## src/rtl/gf2_digit_serial_mult_52bit.sv

```systemverilog
// Digit-serial carry-less (GF(2)[x]) multiplier: DIGIT bits of b per cycle,
// accumulating a(x)*b(x) into a 2*WIDTH-1 bit product with a valid/ready handshake.
module gf2_digit_serial_mult_52bit #(
    parameter int WIDTH = 52,
    parameter int DIGIT = 4
) (
    input  logic               clk,
    input  logic               rst_n,
    input  logic               in_valid,
    output logic               in_ready,
    input  logic [WIDTH-1:0]   in_a,
    input  logic [WIDTH-1:0]   in_b,
    output logic               out_valid,
    input  logic               out_ready,
    output logic [2*WIDTH-2:0] out_data,
    output logic               busy
);

    localparam int NDIG = (WIDTH + DIGIT - 1) / DIGIT;
    localparam int PW   = NDIG * DIGIT;
    localparam int OW   = 2 * WIDTH - 1;
    localparam int CW   = (NDIG > 1) ? $clog2(NDIG) : 1;
    localparam logic [CW-1:0] LAST = CW'(NDIG - 1);

    typedef enum logic [1:0] {
        IDLE = 2'd0,
        BUSY = 2'd1,
        DONE = 2'd2
    } state_t;

    state_t          state_r;
    state_t          state_next_s;
    logic [CW-1:0]   cnt_r;
    logic [OW-1:0]   acc_r;
    logic [OW-1:0]   a_sh_r;
    logic [PW-1:0]   b_sh_r;
    logic [OW-1:0]   out_data_r;
    logic [OW-1:0]   prod_s;
    logic            load_s;
    logic            step_s;
    logic            last_s;
    logic            in_ready_s;

    // One digit slice: a is pre-shifted by cnt*DIGIT, b pre-shifted down so the current digit sits at [DIGIT-1:0].
    always_comb begin
        prod_s = '0;
        for (int j = 0; j < DIGIT; j++) begin
            prod_s = prod_s ^ ((a_sh_r << j) & {OW{b_sh_r[j]}});
        end
    end

    // Next-state and handshake decode.
    always_comb begin
        state_next_s = state_r;
        in_ready_s   = 1'b0;
        load_s       = 1'b0;
        step_s       = 1'b0;
        last_s       = (cnt_r == LAST);
        case (state_r)
            IDLE: begin
                in_ready_s = 1'b1;
                if (in_valid) begin
                    load_s       = 1'b1;
                    state_next_s = BUSY;
                end else begin
                    state_next_s = IDLE;
                end
            end
            BUSY: begin
                step_s = 1'b1;
                if (last_s) begin
                    state_next_s = DONE;
                end else begin
                    state_next_s = BUSY;
                end
            end
            DONE: begin
                in_ready_s = out_ready;
                if (out_ready && in_valid) begin
                    load_s       = 1'b1;
                    state_next_s = BUSY;
                end else if (out_ready) begin
                    state_next_s = IDLE;
                end else begin
                    state_next_s = DONE;
                end
            end
            default: begin
                state_next_s = IDLE;
            end
        endcase
    end

    // State register.
    always_ff @(posedge clk) begin
        if (!rst_n) begin
            state_r <= IDLE;
        end else begin
            state_r <= state_next_s;
        end
    end

    // Operand shifters, accumulator and product output register.
    always_ff @(posedge clk) begin
        if (!rst_n) begin
            cnt_r      <= '0;
            acc_r      <= '0;
            a_sh_r     <= '0;
            b_sh_r     <= '0;
            out_data_r <= '0;
        end else begin
            if (load_s) begin
                a_sh_r <= OW'(in_a);
                b_sh_r <= PW'(in_b);
                acc_r  <= '0;
                cnt_r  <= '0;
            end else if (step_s) begin
                acc_r  <= acc_r ^ prod_s;
                a_sh_r <= a_sh_r << DIGIT;
                b_sh_r <= b_sh_r >> DIGIT;
                cnt_r  <= cnt_r + CW'(1);
            end
            // Product is captured once, so it stays put until the next completion.
            if (step_s && last_s) begin
                out_data_r <= acc_r ^ prod_s;
            end
        end
    end

    assign in_ready  = in_ready_s;
    assign out_valid = (state_r == DONE);
    assign busy      = (state_r == BUSY);
    assign out_data  = out_data_r;

endmodule

```

## config.mk

```make
export PLATFORM = sky130hd
export DESIGN_NAME = gf2_digit_serial_mult_52bit
export DESIGN_NICKNAME = d
export VERILOG_FILES = /design/src/rtl/gf2_digit_serial_mult_52bit.sv
export SDC_FILE = /design/constraint.sdc
export NUM_CORES = 1
export LEC_CHECK = 0
export ABC_CLOCK_PERIOD_IN_PS = 4800
export CAP_MARGIN = 20
export CORE_MARGIN = 3
export CORE_UTILIZATION = 45
export DETAILED_ROUTE_END_ITERATION = 7
export HOLD_SLACK_MARGIN = 0.1
export PLACE_DENSITY = 0.65
export SLEW_MARGIN = 5
export SYNTH_ARGS = -nofsm -noshare
export SYNTH_HDL_FRONTEND = slang
export SYNTH_SLANG_ARGS = --single-unit
```

## constraint.sdc

```tcl
create_clock -name clk -period 4.8 [get_ports clk]
set_input_delay 0.72 -clock clk [delete_from_list [all_inputs] [get_ports clk]]
set_output_delay 0.72 -clock clk [all_outputs]
set_load 0.01 [all_outputs]
```

==> flow_summary.ini <==
[outcome]
status = complete, no violations

[floorplanning]
die-area_um2 = 43000
die_w_um = 207
die_h_um = 207
start_util_pct = 45.7
num_rows = 73
core_area_um2 = 39900
io_pins = 214

[run]
drv_cap = 0

[min_path]
min-delay-start = a_sh_r[102]
min_to = a_sh_r[102]
hold_depth = 2
hold_class = flip-flop to flip-flop

[final_layout]
regArea_um2 = 7360
syn2layout_area_growth_pct = 21.3
fin_nets = 2237
drive_gt1_share_pct = 5.10
multi_input_area_um2 = 10200
layout.cells.non_filler = 2686
nFillCells = 3559

[clock_network]
cts_tree = done
cts_resized = 0
clock-root-buffer = clkbuf_16
holdBufCountCts = 0
clock_sinks = 367
cts_buffers = 42
clkSlewWorstSetupHoldPaths_ns = 0.06
cts_setup_buffers = 0
h-tree-depth = 2
clk_latency_ns = 0.57
cts_max_path_buffers = 3

[worst_setup_path]
crit_fanout = 64
worstReg2RegStart = state_r[0]
cp_slowest_stage_delay_ns = 0.63
reg2reg_to = a_sh_r[16]
end_kind = output port
arrival_ns = 2.87
cp-start-kind = flip-flop
criticalPathCategory = flip-flop to output port
r2r_slack_ns = 1.89
crit_chain = nand2b_4 > inv_4 > clkdlybuf4s50_1
cpMaxStageDelayCell = clkdlybuf4s50_1
cp.required_ns = 4.08
rr_worst_depth = 5

[logic_synthesis]
yosysMostFrequentCell = nand2_1
synth_top_cell_area_share_pct = 40.3
synth_edf_count = 0
synthArstFlopShare_pct = 0
synth_common_cells = nand2_1, dfxtp_1, a22o_1
synth_area_per_cell_um2 = 9.10
ys_seq_elements = 367
yosysTopAreaCell = dfxtp_1
yosysWarnings = 0
seq_area_frac_synth_pct = 40.3
syn_nets = 2115
synth_area_leaders = dfxtp_1, nand2_1, xnor3_1
syn-cell-area_um2 = 18300
synth_cells = 2005
synth_top_flop_cell = dfxtp_1
yosysUniqueCellTypes = 32

[global_route]
antenna_found_initial = 3
grt_pass1_vias = 14500
grt_max_degree = 112
grt_pass1_wl_mm = 77.5
groute.usage.overall_pct = 21.7
grt.overflow.total = 0

[route]
drcViolationCount = 0
wl_per_cell_um = 17.7
wirelength_mm = 47.6
via_per_inst = 5.45
vias = 14700
antenna_left = 0
drtIter0Drc = 911
firstDrtPassIters = 5

[timing]
relSlewSlack_pct = 35.8
maxSlewViolCount = 0
period_share_pct = 74.7
fin_worst_skew_ns = 0.0208
fmax_mhz = 279
timing.final.ws_setup_ns = 1.21
finalHoldViolations = 0
period_needed_ns = 3.59
rsz0062_at_grt = false
setup_violations = 0
tns_ns = 0
tightest_slew_ns = 0.964

[power]
swShare_pct = 25.1
clockPowerShare_pct = 46.3
power_density_nw_per_um2 = 340
peakVddDrop_v = 0.000210
internal_power_uw = 5640
p_sw_uw = 1890
seqPwrFrac_pct = 43.9
combPwrFrac_pct = 9.8
leakagePower_uw = 0.00891

[place]
dpl.cell_count = 2603
io_buffers = 213
gp_congestion = 0.827
place_hpwl_mm = 29.8
dp_slack_ns = 1.46
[stage by stage]
stage	power, µW	utilization (%)	hold slack [ns]	area, µm²
floorplan	3830	-	0.436	18300
detailed placement	4090	51.4	0.450	20500
global placement	4080	51.4	0.443	20500
global route	7800	55.5	0.482	22100
finish	7530	55.5	0.456	22100
CTS	7580	55.2	0.459	22000
[worst max path at each step]
stage                           from   endpoint  slack, ns
after global routing      state_r[0]       busy       1.02
after floorplan           state_r[0]       busy       2.98
final                     state_r[0]       busy       1.21
after CTS                 state_r[0]       busy       1.21
after detailed placement    in_valid  acc_r[29]       1.46
after global placement      in_valid  acc_r[98]       1.48
[final cells by class]
cell class              count  area share, %
multi-input cells        1476           46.0
inverters                   5          0.102
diodes                      3         0.0339
repair buffers            235           10.8
clock inverters            18           1.23
flip-flops and latches    367           33.3
well taps                 525           2.97
clock buffers              57           5.60
[kinds of logic (layout without fill, tap and decap cells)]
family | Yosys count | after routing | synth area share (%)
xor gates and xnor gates | 310 | 310 | 22.5
and+or+nand+nor | 752 | 752 | 15.7
DFF | 367 | 367 | 40.3
other | 0 | 3 | 0
AOI/OAI and AO/OA | 412 | 412 | 17.2
adders and majority gates | 2 | 2 | 0.137
buffers and inverters | 162 | 315 | 4.18
[worst max-delay path, delay by kind of cell (launching register included)]
family / cells / cell delay (ns)
flip-flops: 1 / 0.54
buffers and inverters: 2 / 1.19
AND/OR/NAND/NOR: 1 / 0.50
[cell usage in the layout, fill, tap and decap left out, drive strengths merged, types with 57 or more instances in the layout]
master | netlist | routed
nor2 | 63 | 63
xor2 | 104 | 104
a21oi | 109 | 109
dfxtp | 367 | 367
xnor3 | 101 | 101
a22o | 200 | 200
clkdlybuf4s50 | 0 | 213
nand2 | 669 | 669
xnor2 | 105 | 105
clkbuf | 63 | 57
[flip-flops by register name, indices dropped and copies added (netlist names)]
| register | flops |
|---|---|
| out_data | 103 |
| acc_r | 103 |
| state_r | 2 |
| b_sh_r | 52 |
| cnt_r | 4 |
| a_sh_r | 103 |
[metal layers]
| layer | track usage, % | share of wire (%) | wire, µm |
|---|---|---|---|
| met1 | 29.5 | 45 | 21500 |
| met2 | 34.0 | 45 | 21400 |
| met3 | 4.67 | 6.8 | 3240 |
| met4 | 8.31 | 3.2 | 1540 |
| met5 | 0 | 0 | 0 |
[power groups by stage]
stage,sequential [µW],combinational (µW),clock (µW)
CTS,3320,703,3550
finish,3300,739,3490
global placement,3390,687,0
detailed placement,3390,700,0
global route,3320,810,3670
floorplan,3270,560,0
Power figures use the tool's default switching activity.
